### src/rtl/serial_display_driver.sv
// serial_display_driver
// Shifts a full display frame into an external shift-register chain
// (1..4 parallel data lines), then pulses the storage-register latch.
// The frame is taken over a valid/ready handshake into a shadow register, so
// the source may change i_frame/i_blank as soon as the frame is accepted.
//
// Ports:
//   i_clk           system clock
//   i_reset         synchronous, active-high reset (aborts a transfer, no latch)
//   i_en            enable; gates frame acceptance only
//   i_frame         frame data, digit 0 in the LSBs
//   i_frame_valid   frame offered
//   i_blank         sampled at acceptance; captures an all-zero frame instead
//   o_frame_ready   driver idle and enabled (combinational)
//   o_busy          transfer in progress
//   o_serial_data   one serial data line per chain
//   o_serial_latch  storage-register latch pulse
//   o_serial_clk    shift clock
module serial_display_driver #(
    parameter int unsigned SYS_CLK_HZ   = 5_000_000,
    parameter int unsigned SHIFT_CLK_HZ = 1_000_000,
    parameter int unsigned NUM_DIGITS   = 4,
    parameter int unsigned SEG_BITS     = 8,
    parameter int unsigned NUM_CHAINS   = 1,
    parameter int unsigned MSB_FIRST    = 1,
    parameter int unsigned INVERT_OUT   = 0
) (
    input  logic                             i_clk,
    input  logic                             i_reset,
    input  logic                             i_en,
    input  logic [NUM_DIGITS*SEG_BITS-1:0]   i_frame,
    input  logic                             i_frame_valid,
    input  logic                             i_blank,
    output logic                             o_frame_ready,
    output logic                             o_busy,
    output logic [NUM_CHAINS-1:0]            o_serial_data,
    output logic                             o_serial_latch,
    output logic                             o_serial_clk
);

    localparam int unsigned FRAME_W  = NUM_DIGITS * SEG_BITS;
    localparam int unsigned BPC      = FRAME_W / NUM_CHAINS;
    localparam int unsigned HALF_RAW = SYS_CLK_HZ / (2 * SHIFT_CLK_HZ);
    localparam int unsigned HALF     = (HALF_RAW < 1) ? 1 : HALF_RAW;
    localparam int unsigned HALF_W   = (HALF > 1) ? $clog2(HALF) : 1;
    localparam int unsigned BPC_W    = (BPC > 1) ? $clog2(BPC) : 1;

    typedef enum logic [1:0] {
        S_IDLE  = 2'd0,
        S_SETUP = 2'd1,
        S_HIGH  = 2'd2,
        S_LATCH = 2'd3
    } state_t;

    state_t                 r_state;
    logic [HALF_W-1:0]      r_half_cnt;
    logic [BPC_W-1:0]       r_bit_cnt;
    logic [FRAME_W-1:0]     r_shadow;
    logic [NUM_CHAINS-1:0]  r_data;
    logic                   r_latch;
    logic                   r_sclk;
    logic                   r_busy;

    state_t                 w_state_nxt;
    logic [HALF_W-1:0]      w_half_nxt;
    logic [BPC_W-1:0]       w_bit_nxt;
    logic [FRAME_W-1:0]     w_shadow_nxt;
    logic [NUM_CHAINS-1:0]  w_data_nxt;
    logic [BPC_W-1:0]       w_bit_idx;
    logic [BPC-1:0]         w_chain;
    logic                   w_accept;
    logic                   w_half_done;
    logic                   w_last_bit;

    assign o_frame_ready = (r_state == S_IDLE) && i_en;
    assign w_accept      = o_frame_ready && i_frame_valid;
    assign w_half_done   = (r_half_cnt == HALF_W'(HALF - 1));
    assign w_last_bit    = (r_bit_cnt == BPC_W'(BPC - 1));

    // Next-state, phase counter, bit counter and shadow capture
    always_comb begin
        w_state_nxt  = r_state;
        w_half_nxt   = r_half_cnt;
        w_bit_nxt    = r_bit_cnt;
        w_shadow_nxt = r_shadow;
        unique case (r_state)
            S_IDLE: begin
                w_half_nxt = '0;
                if (w_accept) begin
                    w_state_nxt  = S_SETUP;
                    w_bit_nxt    = '0;
                    w_shadow_nxt = i_blank ? '0 : i_frame;
                end
            end
            S_SETUP: begin
                w_half_nxt = w_half_done ? '0 : r_half_cnt + HALF_W'(1);
                if (w_half_done) begin
                    w_state_nxt = S_HIGH;
                end
            end
            S_HIGH: begin
                w_half_nxt = w_half_done ? '0 : r_half_cnt + HALF_W'(1);
                if (w_half_done) begin
                    if (w_last_bit) begin
                        w_state_nxt = S_LATCH;
                    end else begin
                        w_state_nxt = S_SETUP;
                        w_bit_nxt   = r_bit_cnt + BPC_W'(1);
                    end
                end
            end
            S_LATCH: begin
                w_half_nxt = w_half_done ? '0 : r_half_cnt + HALF_W'(1);
                if (w_half_done) begin
                    w_state_nxt = S_IDLE;
                end
            end
            default: begin
                w_state_nxt = S_IDLE;
            end
        endcase
    end

    // Data for the upcoming state; the bit counter only moves on SETUP entry,
    // so data is held through HIGH and LATCH without extra gating.
    always_comb begin
        w_data_nxt = '0;
        w_chain    = '0;
        w_bit_idx  = (MSB_FIRST != 0) ? (BPC_W'(BPC - 1) - w_bit_nxt) : w_bit_nxt;
        if (w_state_nxt != S_IDLE) begin
            for (int k = 0; k < int'(NUM_CHAINS); k++) begin
                w_chain       = w_shadow_nxt[k*BPC +: BPC];
                w_data_nxt[k] = w_chain[w_bit_idx] ^ (INVERT_OUT != 0);
            end
        end
    end

    // State and registered pin drivers
    always_ff @(posedge i_clk) begin
        if (i_reset) begin
            r_state    <= S_IDLE;
            r_half_cnt <= '0;
            r_bit_cnt  <= '0;
            r_shadow   <= '0;
            r_data     <= '0;
            r_latch    <= 1'b0;
            r_sclk     <= 1'b0;
            r_busy     <= 1'b0;
        end else begin
            r_state    <= w_state_nxt;
            r_half_cnt <= w_half_nxt;
            r_bit_cnt  <= w_bit_nxt;
            r_shadow   <= w_shadow_nxt;
            r_data     <= w_data_nxt;
            r_latch    <= (w_state_nxt == S_LATCH);
            r_sclk     <= (w_state_nxt == S_HIGH);
            r_busy     <= (w_state_nxt != S_IDLE);
        end
    end

    assign o_busy         = r_busy;
    assign o_serial_data  = r_data;
    assign o_serial_latch = r_latch;
    assign o_serial_clk   = r_sclk;

endmodule

### config.mk
export PLATFORM = sky130hd
export DESIGN_NAME = serial_display_driver
export DESIGN_NICKNAME = d
export VERILOG_FILES = /design/src/rtl/serial_display_driver.sv
export SDC_FILE = /design/constraint.sdc
export NUM_CORES = 1
export LEC_CHECK = 0
export ABC_AREA = 1
export BUFFER_PORTS_ARGS = -buffer_cell sky130_fd_sc_hd__buf_2
export CORE_MARGIN = 4
export CORE_UTILIZATION = 59
export DETAILED_ROUTE_END_ITERATION = 8
export PLACE_DENSITY = 0.87
export SYNTH_ARGS = -nofsm -noshare
export SYNTH_HDL_FRONTEND = slang
export SYNTH_SLANG_ARGS = --single-unit
### constraint.sdc
create_clock -name i_clk -period 4.1 [get_ports i_clk]
set_clock_uncertainty 0.2 [all_clocks]
set_input_delay 0.82 -clock i_clk [delete_from_list [all_inputs] [get_ports i_clk]]
set_output_delay 0.82 -clock i_clk [all_outputs]
set_load 0.03 [all_outputs]
==> results.cfg <==
[placed_design]
dp.cells = 414
port_buffers = 41
routabilityCongestion = 0.9403
place.detailed.hpwl_mm = 3.475
postPlaceCellArea_um2 = 2470

[cts]
cts.clk_slew.worst_paths_ps = 80
post_cts_buffers = 0
cts-hold-fix-buffers = 0
h-tree-depth = 2
insertion_delay_ps = 300
clockBufferDepth = 2
cts_tree = done
clock-sinks = 44
clock-root-buffer = clkbuf_8
cts_buffers = 5
cts_resized = 0

[detailed_routing]
vias = 2162
drc = 0
drt_iter0_drc = 153
ant_nets = 0
wirelength_mm = 4.819
via_per_inst = 5.123
firstDrtPassIters = 4
wire_per_inst_um = 11.42

[die]
core_um2 = 3689
num_rows = 22
die_area_um2 = 4932
initial_core_util = 0.6194
die_w_um = 70.23
die_y_um = 70.23
top_level_ports = 42

[critical_path]
worstSetupPathType = primary input to flop
cp.required_ps = 4100
cp-startpoint = i_en
cp_top_family = simple AND/OR/NAND/NOR gates
reg2regPathDepth = 12
path_buf_inv = 3
cp.arrival_ps = 2440
crit_path_cell_trace = buf_2 > nand3_2 > buf_4 > nand3_2 > inv_2 > nand3_1 > nand2_1 > nand2_1 > nand3_1 > nand2_1 > nor2_1 > nor2_1
critical_path.startpoint_type = primary input
slowest_delay_ps = 500
end_kind = flop
r2r_slack_ps = 1780
cp_max_fo = 64
r2r-start = r_state[1]
crit_slowest_cell = buf_4
cp_common_cell = nand2_1
endpoint = o_serial_data
path_depth = 12
timing.rr.end = o_serial_data

[logic_synthesis]
synth_ff_type = dfxtp_1
syn-cell-area_um2 = 2285
yosys-top-cells-area = dfxtp_1 (39%), nand2_1 (17%), nand3_1 (6.6%)
synth_nets = 380
synth_edf_count = 0
synth_cell_types = 30
ys_ff_latch = 44
synth-async-reset-ratio = 0
synth.avg_cell_area_um2 = 6.680
yosysWarnings = 0
synth_cells = 342
yosys.area.top_type_share = 0.3855
seq_area_frac_synth = 0.3855
synth_largest_area_cell = dfxtp_1

[sta]
whs_ps = 268.7
slew_headroom = 0.5244
fmax_mhz = 409.4
fin_crit_sh = 0.5958
setup_viol = 0
maxSlewViolCount = 0
worstMarginPinSlew_ps = 713.4
post-route-min-period_ps = 2443
finalHoldViolCount = 0
rsz0062_at_grt = no
tns_ps = 0

[run]
maxCapViolations = 0

[layout]
mostFrequentLayoutCell = nand2_1
syn_to_final_growth_pct = 12.16
fill_cells = 344
antenna_cells = 0
layout_common_cells = nand2_1 (104), dfxtp_1 (44), buf_2 (41)
multiInputGateArea_um2 = 1174
post-route-cell-area_um2 = 2562
drive_gt1_frac = 0.1765
final-instance-count-excl-fill = 422
regArea_um2 = 880.8
layout.nets = 411

[grt]
antenna_found_initial = 0
grt_pass1_vias = 2019
grt_start_max_net_pins = 65
grtUsageTotal = 0.2071
grt_first_pass_wirelength_mm = 8.411
globalRouteOverflowTotal = 0

[pwr]
powerDensity_nw_per_um2 = 320.0
ir_drop_mv = 0.2478
leakagePower_nw = 1.196

[worst_hold_path]
hold_path_class = flop to flop

[outcome]
status = finished, final reports clean
-- per-layer routing --
layer  GRT usage  part of all wire  vias to the layer above
li1            -                 -                     1160
met1      0.2420              0.43                      946
met2      0.3555              0.51                       46
met3     0.05612             0.042                       10
met4     0.08298             0.019                        0
met5           0                 0                        -
-- where the power goes --
part / internal [W] / total [W] / switching [W]
registers: 0.000440 / 0.000446 / 0.00000580
clock network: 0.000134 / 0.000274 / 0.000140
logic: 0.0000358 / 0.000100 / 0.0000646
total: 0.000610 / 0.000820 / 0.000210
-- how the worst min path moves through the flow --
| stage | start | end | slack [ps] | cells past startpoint |
|---|---|---|---|---|
| floorplan | r_shadow[6] | r_shadow[6] | 240 | 2 |
| global placement | r_shadow[10] | r_shadow[10] | 260 | 2 |
| detailed placement | r_shadow[26] | r_shadow[26] | 260 | 2 |
| CTS | r_shadow[26] | r_shadow[26] | 270 | 2 |
| global route | r_shadow[6] | r_shadow[6] | 300 | 2 |
| finish | r_shadow[10] | r_shadow[10] | 270 | 2 |
-- layout make-up --
cell class              instances  area share
multi-input cells             243      0.4580
flip-flops and latches         44      0.3437
repair buffers                 43     0.08594
inverters                      36     0.05273
clock buffers                   6     0.03223
well taps                      48     0.02344
clock inverters                 2    0.003906
-- flip-flops by register name, summed over array words and instances (netlist names) --
signal	cells
r_half_cnt	1
r_state	2
o_busy	1
r_shadow	32
r_bit_cnt	5
o_serial_clk	1
o_serial_latch	1
o_serial_data	1
-- tightest hold or removal path, stage by stage (launching register included) --
cell and delay [ps]:
dfxtp_1 310, nand2_1 60, a21oi_1 50
-- synthesized netlist by cell type (4+ instances only) --
| cell | count |
|---|---|
| o21ai_0 | 4 |
| a21oi_1 | 22 |
| nor2_1 | 36 |
| dfxtp_1 | 44 |
| inv_1 | 33 |
| nand2_1 | 104 |
| nand4_1 | 16 |
| nand3_1 | 30 |
| buf_2 | 8 |
| o21ai_1 | 11 |
| clkbuf_1 | 6 |
-- kinds of logic after synthesis --
logic type / share of synthesized area
and+or+nand+nor: 0.4053
DFF: 0.3855
adders and majority gates: 0.005476
buffers and inverters: 0.1030
AOI/OAI and AO/OA: 0.1008
-- metrics by stage --
step	util	worst slack [ps]	total power, W
floorplan	-	1823	0.0005261
global placement	0.6696	1378	0.0005534
CTS	0.6947	1669	0.0008255
global route	0.6947	1418	0.0008585
finish	0.6947	1657	0.0008201
detailed placement	0.6696	1352	0.0005554
(Power assumes the default switching activity.)
